<file path="config.mk">
export PLATFORM = sky130hd
export DESIGN_NAME = uart_move_rx
export DESIGN_NICKNAME = d
export VERILOG_FILES = /design/src/rtl/uart_move_rx_pkg.sv /design/src/rtl/uart_rx_byte.sv /design/src/rtl/uart_move_rx.sv
export SDC_FILE = /design/constraint.sdc
export NUM_CORES = 1
export LEC_CHECK = 0
export BUFFER_PORTS_ARGS = -buffer_cell sky130_fd_sc_hd__buf_2
export CELL_PAD_IN_SITES_DETAIL_PLACEMENT = 0
export CELL_PAD_IN_SITES_GLOBAL_PLACEMENT = 1
export CORE_MARGIN = 2
export CORE_UTILIZATION = 44
export CTS_CLUSTER_DIAMETER = 80
export CTS_CLUSTER_SIZE = 30
export DETAILED_ROUTE_END_ITERATION = 6
export PLACE_DENSITY = 0.88
export SYNTH_ARGS = -nofsm -noshare
export SYNTH_HDL_FRONTEND = slang
export SYNTH_SLANG_ARGS = --single-unit
export TNS_END_PERCENT = 20
</file>
<file path="constraint.sdc">
create_clock -name clk -period 1.95 [get_ports clk]
set_input_delay 0.0975 -clock clk [delete_from_list [all_inputs] [get_ports clk]]
set_output_delay 0.0975 -clock clk [all_outputs]
set_load 0.01 [all_outputs]
</file>
<file path="src/rtl/uart_move_rx_pkg.sv">
// Shared state types and ASCII constants for the UART move-command receiver.
package uart_move_rx_pkg;

  typedef enum logic [1:0] {StIdle, StStart, StData, StStop} rx_state_e;

  typedef enum logic [1:0] {StWaitRow, StWaitCol, StWaitEnter} parse_state_e;

  localparam logic [7:0] AsciiZero  = 8'h30;
  localparam logic [7:0] AsciiSeven = 8'h37;
  localparam logic [7:0] AsciiCr    = 8'h0D;

  // True for the digits '0'..'7', the only legal row/column indices.
  function automatic logic is_index(logic [7:0] b);
    return (b >= AsciiZero) && (b <= AsciiSeven);
  endfunction

endpackage

</file>
<file path="src/rtl/uart_rx_byte.sv">
// 8N1 UART byte receiver: input synchronizer, mid-bit sampling FSM, framed byte output.
module uart_rx_byte
  import uart_move_rx_pkg::*;
#(
  parameter int unsigned CLKS_PER_BIT = 868
) (
  input  logic       clk,
  input  logic       Reset,
  input  logic       RxD,
  output logic [7:0] rx_byte,
  output logic       rx_valid,
  output logic       frame_err,
  output logic       busy
);

  localparam int unsigned CntW = $clog2(CLKS_PER_BIT);
  localparam logic [CntW-1:0] HalfCnt = CntW'(CLKS_PER_BIT / 2 - 1);
  localparam logic [CntW-1:0] FullCnt = CntW'(CLKS_PER_BIT - 1);

  rx_state_e       state_q, state_d;
  logic [CntW-1:0] cnt_q, cnt_d;
  logic [2:0]      bit_idx_q, bit_idx_d;
  logic [7:0]      shift_q, shift_d;
  logic [7:0]      rx_byte_q, rx_byte_d;
  logic            rx_valid_q, rx_valid_d;
  logic            frame_err_q, frame_err_d;
  logic            rxd_meta_q, rxd_sync_q;
  logic            seen_high_q;

  // Sync flops clear low so a line held low out of reset never looks like an idle line.
  always_ff @(posedge clk) begin
    if (Reset) begin
      state_q     <= StIdle;
      cnt_q       <= '0;
      bit_idx_q   <= '0;
      shift_q     <= '0;
      rx_byte_q   <= '0;
      rx_valid_q  <= 1'b0;
      frame_err_q <= 1'b0;
      rxd_meta_q  <= 1'b0;
      rxd_sync_q  <= 1'b0;
      seen_high_q <= 1'b0;
    end else begin
      state_q     <= state_d;
      cnt_q       <= cnt_d;
      bit_idx_q   <= bit_idx_d;
      shift_q     <= shift_d;
      rx_byte_q   <= rx_byte_d;
      rx_valid_q  <= rx_valid_d;
      frame_err_q <= frame_err_d;
      rxd_meta_q  <= RxD;
      rxd_sync_q  <= rxd_meta_q;
      seen_high_q <= seen_high_q | rxd_sync_q;
    end
  end

  always_comb begin
    state_d     = state_q;
    cnt_d       = cnt_q + 1'b1;
    bit_idx_d   = bit_idx_q;
    shift_d     = shift_q;
    rx_byte_d   = rx_byte_q;
    rx_valid_d  = 1'b0;
    frame_err_d = 1'b0;
    unique case (state_q)
      StIdle: begin
        cnt_d     = '0;
        bit_idx_d = '0;
        if (seen_high_q && !rxd_sync_q) state_d = StStart;
      end
      StStart: begin
        if (cnt_q == HalfCnt) begin
          cnt_d   = '0;
          state_d = rxd_sync_q ? StIdle : StData;
        end
      end
      StData: begin
        if (cnt_q == FullCnt) begin
          cnt_d     = '0;
          shift_d   = {rxd_sync_q, shift_q[7:1]};
          bit_idx_d = bit_idx_q + 1'b1;
          if (bit_idx_q == 3'd7) state_d = StStop;
        end
      end
      StStop: begin
        if (cnt_q == FullCnt) begin
          cnt_d   = '0;
          state_d = StIdle;
          if (rxd_sync_q) begin
            rx_valid_d = 1'b1;
            rx_byte_d  = shift_q;
          end else begin
            frame_err_d = 1'b1;
          end
        end
      end
      default: state_d = StIdle;
    endcase
  end

  always_comb begin
    busy      = (state_q != StIdle);
    rx_byte   = rx_byte_q;
    rx_valid  = rx_valid_q;
    frame_err = frame_err_q;
  end

endmodule

</file>
<file path="src/rtl/uart_move_rx.sv">
// Receives "<row><col><CR>" ASCII move commands over UART and commits one-hot Row/Col.
module uart_move_rx
  import uart_move_rx_pkg::*;
#(
  parameter int unsigned CLKS_PER_BIT = 868
) (
  input  logic       clk,
  input  logic       Reset,
  input  logic       RxD,
  output logic [7:0] rx_byte,
  output logic       rx_valid,
  output logic       frame_err,
  output logic [7:0] Row,
  output logic [7:0] Col,
  output logic       move_valid,
  output logic       cmd_err,
  output logic       busy
);

  parse_state_e pstate_q, pstate_d;
  logic [2:0]   row_idx_q, row_idx_d;
  logic [2:0]   col_idx_q, col_idx_d;
  logic [7:0]   row_q, row_d;
  logic [7:0]   col_q, col_d;
  logic         move_valid_q, move_valid_d;
  logic         cmd_err_q, cmd_err_d;
  logic         abort;

  uart_rx_byte #(
    .CLKS_PER_BIT(CLKS_PER_BIT)
  ) u_rx (
    .clk      (clk),
    .Reset    (Reset),
    .RxD      (RxD),
    .rx_byte  (rx_byte),
    .rx_valid (rx_valid),
    .frame_err(frame_err),
    .busy     (busy)
  );

  always_ff @(posedge clk) begin
    if (Reset) begin
      pstate_q     <= StWaitRow;
      row_idx_q    <= '0;
      col_idx_q    <= '0;
      row_q        <= '0;
      col_q        <= '0;
      move_valid_q <= 1'b0;
      cmd_err_q    <= 1'b0;
    end else begin
      pstate_q     <= pstate_d;
      row_idx_q    <= row_idx_d;
      col_idx_q    <= col_idx_d;
      row_q        <= row_d;
      col_q        <= col_d;
      move_valid_q <= move_valid_d;
      cmd_err_q    <= cmd_err_d;
    end
  end

  always_comb begin
    pstate_d     = pstate_q;
    row_idx_d    = row_idx_q;
    col_idx_d    = col_idx_q;
    row_d        = row_q;
    col_d        = col_q;
    move_valid_d = 1'b0;
    cmd_err_d    = 1'b0;
    abort        = 1'b0;
    if (rx_valid) begin
      case (pstate_q)
        StWaitRow: begin
          if (is_index(rx_byte)) begin
            row_idx_d = rx_byte[2:0];
            pstate_d  = StWaitCol;
          end
        end
        StWaitCol: begin
          if (is_index(rx_byte)) begin
            col_idx_d = rx_byte[2:0];
            pstate_d  = StWaitEnter;
          end else begin
            abort = 1'b1;
          end
        end
        StWaitEnter: begin
          if (rx_byte == AsciiCr) begin
            row_d        = 8'd1 << row_idx_q;
            col_d        = 8'd1 << col_idx_q;
            move_valid_d = 1'b1;
            row_idx_d    = '0;
            col_idx_d    = '0;
            pstate_d     = StWaitRow;
          end else begin
            abort = 1'b1;
          end
        end
        default: pstate_d = StWaitRow;
      endcase
    end else if (frame_err && (pstate_q != StWaitRow)) begin
      abort = 1'b1;
    end
    // A broken command restarts from scratch; a bad frame before any digit is just noise.
    if (abort) begin
      cmd_err_d = 1'b1;
      row_idx_d = '0;
      col_idx_d = '0;
      pstate_d  = StWaitRow;
    end
  end

  always_comb begin
    Row        = row_q;
    Col        = col_q;
    move_valid = move_valid_q;
    cmd_err    = cmd_err_q;
  end

endmodule

</file>
### Word-level counts from Yosys, hierarchy flattened

Index checks and enable logic that the tools add are counted.
W data, S select, Z words.

| operators by class | value |
|---|---|
| $add $sub $neg | 2 |
| multipliers | 0 |
| divide/modulo/power cells | 0 |
| order comparisons | 2 |
| eq/ne operators | 17 |
| shifts and indexed selects | 2 |
| muxes and demuxes | 29 |
| bitwise operators | 5 |
| reduce and logical (&&, ||, !) cells | 23 |

Operators with widths:

| kind | number |
|---|---|
| $pmux W10 S3 | 1 |
| $mux W10 | 2 |
| $mux W2 | 9 |
| $pmux W3 S2 | 3 |
| $shl A1 B3 Y8 const A | 2 |
| $reduce_and A4 Y1 | 3 |
| $add A10 B1 Y10 const B | 1 |
| $eq A10 B10 Y1 const B | 1 |
| $eq A10 B9 Y1 const B | 1 |
| $ne A2 B1 Y1 const B | 5 |
| $reduce_bool A2 Y1 | 5 |
| $mux W3 | 3 |
| $eq A8 B4 Y1 const B | 1 |
| $ge A8 B6 Y1 const B | 1 |
| $le A8 B6 Y1 const B | 1 |
| $mux W1 | 8 |
| $pmux W2 S4 | 1 |
| $eq A2 B2 Y1 const B | 3 |
| $ne A2 B2 Y1 const B | 3 |
| $pmux W2 S3 | 1 |
| $reduce_and A3 Y1 | 2 |
| $reduce_or A3 Y1 | 2 |
| $reduce_and A5 Y1 | 1 |
| $eq A2 B1 Y1 const B | 2 |
| other kinds (10) | 18 |

| storage, ports and cells | value |
|---|---|
| register bits | 62 |
| bits in latches | 0 |
| bits in writable memories | 0 |
| memory bits (read-only) | 0 |
| input bits | 3 |
| output and inout bits | 29 |
| logic and storage cells | 97 |
| memories kept | 0 |

### Longest topological paths before layout

Gate-level depths: netlist of run 1.

| logic depth | value |
|---|---|
| depth after elaboration | 6 |
| mapped depth | 7 |
| gate-level depth less buffers | 6 |

### By module

Synthesis of run 1 repeated with hierarchy kept, for this count alone.

| unflattened totals | value |
|---|---|
| cell total of the unflattened synthesis | 279 |
| area, all modules | 2570.0 µm² |

Modules (own cells, without submodules):

| module | times used | cells an instance | area an instance (µm²) | sequential area each (µm²) |
|---|---|---|---|---|
| uart_rx_byte | 1 | 158 | 1446.4 | 720.7 |
| uart_move_rx | 1 | 121 | 1123.6 | 520.5 |

### Least setup slack after synthesis of run 1

No wires, ideal clock.

| timing | value |
|---|---|
| kind | register -> register |
| start point | register u_rx.cnt_q[3] |
| end point | register u_rx.shift_q[0] |
| library setup time | 0.128 ns |
| arrival time | 1.656 ns |
| required time | 1.822 ns |
| path slack | 0.167 ns |
| stages on the path, launching flop included | 6 |
| buffers on the path | 1 |
| clock period less this slack | 1.783 ns |
| cells stage by stage | dfxtp_1 > or3b_4 > or4_1 > buf_2 > mux2i_1 > nor2_1 |

| on the way | value |
|---|---|
| cells in the longest elaborated chain, start to end | 2 |

Ends and longest elaborated chain:

| item | RTL line | source |
|---|---|---|
| from (decl) | uart_rx_byte.sv:21 | `logic [CntW-1:0] cnt_q, cnt_d;` |
| from (signal assigned) | uart_rx_byte.sv:45 | `cnt_q <= cnt_d;` |
| $eq A10 B10 Y1 | uart_rx_byte.sv:78 | `if (cnt_q == FullCnt) begin` |
| $reduce_and A2 Y1 (no line) | n/a |  |
| to (signal assigned) | uart_rx_byte.sv:47 | `shift_q <= shift_d;` |
| to (decl) | uart_rx_byte.sv:23 | `logic [7:0] shift_q, shift_d;` |

Every way passes these cells.
A chain may end at the register's enable or synchronous reset.

### Final worst setup path of run 1

| timing | value |
|---|---|
| start point | register u_rx.rx_byte_q[7], in the netlist u_rx.rx_byte[7] |
| end point | register col_idx_q[2] |

| on the way | value |
|---|---|
| cells in the longest elaborated chain, start to end | 6 |
| elaborated cells on any way between the ends | 12 |
| classes of those cells | order compare: 2; eq/ne: 3; mux: 4; reduce/logical: 3 |

Ends and longest elaborated chain:

| item | RTL line | source |
|---|---|---|
| from (decl) | uart_rx_byte.sv:24 | `logic [7:0] rx_byte_q, rx_byte_d;` |
| from (signal assigned) | uart_rx_byte.sv:48 | `rx_byte_q <= rx_byte_d;` |
| $ge A8 B6 Y1 or $le A8 B6 Y1 (tied branches) | uart_move_rx_pkg.sv:14 | `return (b >= AsciiZero) && (b <= AsciiSeven);` |
| $logic_and A1 B1 Y1 | uart_move_rx_pkg.sv:14 |  |
| $mux W1 | uart_move_rx.sv:79 | `if (is_index(rx_byte)) begin` |
| $pmux W1 S2 | uart_move_rx.sv:71 | `case (pstate_q)` |
| $mux W1 | uart_move_rx.sv:70 | `if (rx_valid) begin` |
| $reduce_or A2 Y1 (no line) | n/a |  |
| to (signal assigned) | uart_move_rx.sv:53 | `col_idx_q <= col_idx_d;` |
| to (decl) | uart_move_rx.sv:22 | `logic [2:0] col_idx_q, col_idx_d;` |

Several ways; a longest one is shown, not always the timed one.

==> flow_summary.json, run 1 <==
{
  "status": "complete, no violations",
  "area_delta_synth_final_pct": 20.9,
  "clock_skew_ns": 0.0109,
  "required_ns": 2.20,
  "hold-path-cell-count": 2,
  "peakVddDrop_v": 0.000446,
  "min_from": "Reset",
  "nets": 330,
  "grt_usage": 0.180,
  "r2r_slack_ns": 0.11,
  "wl_per_cell_um": 13.9,
  "post-synth-top-count-cell": "dfxtp_1",
  "reg2reg_from": "u_rx.rx_byte[7]",
  "slew_headroom": 0.582,
  "worst_slew_pin_slew_ns": 0.626,
  "cp_max_fo": 9,
  "p_int_w": 0.00179,
  "rsz0062_at_grt": "false",
  "p_comb_frac": 0.018,
  "drt_iter0_drc": 125,
  "arrival_ns": 2.08,
  "final.setup.tns_ns": 0,
  "end_kind": "flop",
  "vias_per_cell": 5.36,
  "hold_path_class": "input port to flop",
  "routed_wl_um": 5540,
  "cpPeakStageDelay_ns": 0.57,
  "syn_inst": 270,
  "fmax_mhz": 544,
  "die_height_um": 81.5,
  "io_buffers": 31,
  "die_w_um": 81.5,
  "synth_area_um2": 2640,
  "cts.path.max_buffers": 2,
  "synth-edff-count": 0,
  "via_count": 2142,
  "yosysWarnings": 0,
  "avgSynthCellArea_um2": 9.79,
  "critPathKind": "flop to flop",
  "synth_top_area_frac": 0.469,
  "setup_slack_ns": 0.111,
  "grt_start_max_net_pins": 25,
  "yosys-top-cells-area": "dfxtp_1 (47%), mux2i_1 (6.1%), nor2_1 (5.3%), ha_1 (3.3%), a32o_1 (3.0%)",
  "cts_tree": "built",
  "antenna_cells": 0,
  "cp_num_buf_inv": 0,
  "hold_violations": 0,
  "num_io_pins": 32,
  "drive_gt1_frac": 0.234,
  "cts_num_sinks": 62,
  "post_cts_buffers": 0,
  "clkPwrFrac": 0.433,
  "clock_latency_ns": 0.34,
  "cpLargestDelayFamily": "compound AO/OA/AOI/OAI gates",
  "core-area_um2": 5850,
  "fin_util": 0.546,
  "dp_cells": 383,
  "drc": 0,
  "p_sw_frac": 0.233,
  "crit_slowest_cell": "or4b_4",
  "die_area_um2": 6640,
  "period_minus_slack_ns": 1.84,
  "cts_buffers": 9,
  "clk_pin_slew_ns": 0.07,
  "fp-row-count": 28,
  "min_delay_worst_endpoint": "cmd_err",
  "final_cells": 400,
  "yosysTopAreaCell": "dfxtp_1",
  "yosysUniqueCellTypes": 53,
  "crit_path_start_kind": "flop",
  "fin_crit_sh": 0.943,
  "htree_levels": 3,
  "synthTopCellsByCount": "dfxtp_1 (62), nor2_1 (37), mux2i_1 (16)",
  "place_ws_ns": 0.102,
  "start_util": 0.452,
  "dp_hpwl_um": 3910,
  "yosysSeqAreaShare": 0.469,
  "grt-ovfl-total": 0,
  "synth.ff_latch_count": 62,
  "drv_slew": 0,
  "fillCellCount": 543,
  "grt_pass1_wl_um": 9190,
  "cts-root-buf": "clkbuf_8",
  "antenna_found_initial": 0,
  "cap_violations": 0,
  "p_leak_nw": 1.28,
  "gp_congestion": 0.852,
  "drtAntennaViolNets": 0,
  "synthArstFlopShare": 0,
  "dr.pass1.iters": 4,
  "setup_viol_count_final": 0,
  "design_area_um2": 3200,
  "ff2ff_path_depth": 4,
  "cp.depth": 4,
  "powerDensity_nw_per_um2": 729,
  "grt_pass1_vias": 2044,
  "r2r_end": "col_idx_q[2]",
  "path_cells": "or4b_4 > o21a_1 > o21a_2 > a211oi_1",
  "placed_area_um2": 3000,
  "p_sw_w": 0.000544,
  "synth_ff_type": "dfxtp_1",
  "synthesis.nets": 280,
  "p_seq_frac": 0.549
}
==> area by class of cell <==
cell class	instances	area, um^2	area share
flip-flops and latches	62	1240	0.388
clock buffers	12	145	0.0454
multi-input cells	186	1330	0.415
well taps	75	93.8	0.0294
repair buffers	51	320	0.100
clock inverters	4	32.5	0.0102
inverters	10	37.5	0.0117
==> metal layers <==
| metal | GRT usage | vias up | share of wire |
|---|---|---|---|
| met5 | 0 | - | 0 |
| met4 | 0.107 | 0 | 0.018 |
| met3 | 0.0374 | 9 | 0.039 |
| met2 | 0.288 | 45 | 0.48 |
| met1 | 0.222 | 994 | 0.47 |
| li1 | - | 1094 | - |
==> worst max-delay path by stage <==
stage | from | endpoint
finish | u_rx.rx_byte[7] | col_idx_q[2]
floorplan | u_rx.cnt_q[3] | u_rx.shift_q[0]
global route | u_rx.rx_byte[7] | Col[5]
global placement | u_rx.rx_byte[7] | Row[1]
detailed placement | u_rx.rx_byte[7] | col_idx_q[1]
CTS | u_rx.rx_byte[7] | col_idx_q[2]
==> stage by stage <==
| stage | power, W | hold slack [ns] |
|---|---|---|
| after floorplan | 0.00134 | 0.226 |
| after detailed placement | 0.00135 | 0.314 |
| final | 0.00233 | 0.0320 |
| after global routing | 0.00241 | 0.0330 |
| after global placement | 0.00135 | 0.309 |
| after CTS | 0.00236 | 0.0142 |
==> power by group through the flow <==
| stage | registers (W) | clock network (W) | logic [W] |
|---|---|---|---|
| finish | 0.00128 | 0.00101 | 0.0000425 |
| global placement | 0.00131 | 0 | 0.0000405 |
| floorplan | 0.00130 | 0 | 0.0000330 |
| detailed placement | 0.00131 | 0 | 0.0000410 |
| global route | 0.00128 | 0.00108 | 0.0000482 |
| CTS | 0.00128 | 0.00103 | 0.0000429 |
==> cells in the final DEF (no fill, tap or decap), drive strengths merged, types with 5 or more instances in the layout <==
master | Yosys | routed
a211oi | 10 | 10
a21oi | 5 | 5
a22o | 5 | 5
a32o | 8 | 8
buf | 3 | 50
clkbuf | 9 | 12
dfxtp | 62 | 62
ha | 7 | 7
inv | 10 | 10
mux2i | 16 | 16
nand2 | 13 | 13
nand3 | 6 | 6
nor2 | 37 | 37
nor2b | 6 | 6
o21ai | 7 | 7
o31ai | 5 | 5
xor2 | 6 | 6
==> timing repair <==
item,in CTS,in global routing
hold buffers,1,0
setup endpoints to repair,0,18
hold endpoints to repair,1,0
resized for setup,0,4
==> sequential cells by signal (all words and copies together), names as in the netlist, 2 cells and up, named ones only <==
signal	count
row_idx_q	3
u_rx.cnt_q	10
u_rx.rx_byte	8
Col	8
u_rx.shift_q	8
col_idx_q	3
u_rx.bit_idx_q	3
pstate_q	2
Row	8
==> cells by family (layout without fill, tap and decap cells) <==
logic type | Yosys count | after routing | share of synthesized area
compound gates | 58 | 58 | 0.169
mux | 16 | 16 | 0.0606
simple gates | 96 | 96 | 0.205
fa+ha+maj | 7 | 7 | 0.0331
buf+inv | 22 | 77 | 0.0322
xor+xnor | 9 | 9 | 0.0298
flops | 62 | 62 | 0.469
No activity file was read; power rests on OpenSTA's default activity.
==> inputs of run 2 (changes only) <==
--- a/config.mk
+++ b/config.mk
@@ -6,8 +6,10 @@
 export NUM_CORES = 1
 export LEC_CHECK = 0
 export BUFFER_PORTS_ARGS = -buffer_cell sky130_fd_sc_hd__buf_2
+export CAP_MARGIN = 10
 export CELL_PAD_IN_SITES_DETAIL_PLACEMENT = 0
 export CELL_PAD_IN_SITES_GLOBAL_PLACEMENT = 1
+export CORE_ASPECT_RATIO = 1.4
 export CORE_MARGIN = 2
 export CORE_UTILIZATION = 44
 export CTS_CLUSTER_DIAMETER = 80
==> run 2 against run 1 <==
First-iteration DRC count fell by 47%. Count of clock-buffer cells in the layout did not move. Register-to-register slack got worse by 0.05 ns. Setup slack got worse by 0.053 ns. Cell area fell by 0.12%. Non-clock buffer count did not move. Combinational power rose by 10%. Global-route usage fell by 0.43 points. Clock skew fell by 0.0047 ns. Highest routed layer unchanged.
==> flow_summary.json, run 2 (synthesis results as in run 1) <==
{
  "p_sw_frac": 0.214,
  "clock_latency_ns": 0.34,
  "met2WireLength_um": 2740,
  "period_minus_slack_ns": 1.89,
  "p_seq_frac": 0.544,
  "htree_levels": 3,
  "clk_pin_slew_ns": 0.07,
  "fmax_mhz": 529,
  "post_cts_buffers": 0,
  "mostFrequentLayoutCells": "dfxtp_1 (62), nor2_1 (36), buf_2 (31)",
  "powerDensity_nw_per_um2": 735,
  "peakVddDrop_v": 0.000471,
  "clkPwrFrac": 0.436,
  "setup_slack_ns": 0.0583,
  "start_util": 0.454,
  "hold_path_class": "input port to flop",
  "cap_violations": 0,
  "placed_area_um2": 2990,
  "die_height_um": 95.7,
  "p_sw_w": 0.000503,
  "drc": 0,
  "fillCellCount": 547,
  "fin_crit_sh": 0.970,
  "fin_util": 0.548,
  "nets": 330,
  "arrival_ns": 2.13,
  "place_ws_ns": 0.0687,
  "grt_pass1_vias": 2006,
  "wl_met1_um": 2260,
  "die_area_um2": 6650,
  "power_w": 0.00235,
  "num_io_pins": 32,
  "routed.top_layer": "met4",
  "drive_gt1_frac": 0.234,
  "hold_violations": 0,
  "vias_per_cell": 5.40,
  "dp_hpwl_um": 3940,
  "die_w_um": 69.5,
  "via_count": 2132,
  "drv_slew": 0,
  "grt_start_max_net_pins": 29,
  "io_buffers": 31,
  "gp_congestion": 0.944,
  "end_kind": "flop",
  "crit_path_start_kind": "flop",
  "dr.pass1.iters": 4,
  "p_int_w": 0.00184,
  "p_leak_nw": 1.30,
  "cts_tree": "built",
  "required_ns": 2.19,
  "cts-root-buf": "clkbuf_8",
  "final_common_cell": "dfxtp_1",
  "fp-row-count": 33,
  "grt_pass1_wl_um": 9120,
  "core-area_um2": 5820,
  "p_comb_frac": 0.020,
  "cts_buffers": 9,
  "top_register": "u_rx.cnt_q",
  "drt_iter0_drc": 66,
  "status": "complete, no violations",
  "rsz0062_at_grt": "true",
  "wl_per_cell_um": 13.6,
  "grt-ovfl-total": 0,
  "met3_length_um": 275,
  "area_delta_synth_final_pct": 20.8,
  "cts_num_sinks": 62,
  "antenna_found_initial": 0,
  "worst_slew_pin_slew_ns": 0.614,
  "design_area_um2": 3190,
  "cp_max_fo": 9,
  "grt_usage": 0.175,
  "antenna_cells": 0,
  "cts.path.max_buffers": 2,
  "routed_wl_um": 5390,
  "clock_skew_ns": 0.00621,
  "drtAntennaViolNets": 0,
  "critPathKind": "flop to flop",
  "slew_headroom": 0.590,
  "setup_viol_count_final": 0,
  "largest_register_ffs": 10
}
## run 2: changes by cell type in the layout (fill, tap and decap cells not counted), sizes merged
| cell | before | now |
|---|---|---|
| clkinvlp | 2 | 0 |
| clkinv | 2 | 4 |
## run 2: power by group through the flow
stage          Combinational [W]  Sequential (W)  Clock (W)
2_1_floorplan          0.0000330         0.00130          0
3_3_place_gp           0.0000453         0.00130          0
3_5_place_dp           0.0000460         0.00130          0
4_1_cts                0.0000476         0.00128    0.00105
5_1_grt                0.0000528         0.00128    0.00112
6_report               0.0000468         0.00128    0.00102
## run 2: repair_timing
action / CTS / global route
hold endpoints to repair: 1 / 0
resized for setup: 0 / 2
hold buffers: 1 / 0
setup endpoints to repair: 0 / 8
## run 2: path summary, 6_finish.rpt
| kind | startpoint | cells after the start | slack (ns) | end |
|---|---|---|---|---|
| setup / recovery | u_rx.rx_byte[7] | 4 | 0.06 | row_idx_q[0] |
| hold / removal | Reset | 2 | 0.21 | u_rx.seen_high_q |
| hold reg to reg | u_rx.rxd_meta_q | 1 | 0.46 | u_rx.rxd_sync_q |
| setup reg to reg | u_rx.rx_byte[7] | 4 | 0.06 | row_idx_q[0] |
## run 2: worst max-delay path, cell delays in order (launching register included)
cell and delay, ns:
dfxtp_1 0.33, or4b_4 0.58, o21a_1 0.30, o21a_2 0.31, a211oi_1 0.27
## run 2: metrics by stage
| stage | hold slack [ns] | cells | TNS, ns |
|---|---|---|---|
| 2_1_floorplan | 0.226 | 270 | 0 |
| 4_1_cts | 0.209 | 395 | 0 |
| 5_1_grt | 0.232 | 395 | -0.0162 |
| 6_report | 0.213 | 395 | 0 |
| 3_5_place_dp | 0.314 | 378 | 0 |
| 3_3_place_gp | 0.314 | 378 | 0 |
## run 2: area by class of cell
class,instances,area [um^2],share of cell area
multi-input combinational,186,1320,0.414
tap,70,87.6,0.0274
inverter,10,37.5,0.0118
sequential,62,1240,0.389
timing repair buffer,51,320,0.100
clock buffer,12,165,0.0517
clock inverter,4,20.0,0.00627
## run 2: layer usage
| metal | vias up | global-route usage |
|---|---|---|
| met4 | 0 | 0.0931 |
| met1 | 983 | 0.183 |
| met3 | 14 | 0.0628 |
| li1 | 1086 | - |
| met5 | - | 0 |
| met2 | 49 | 0.310 |
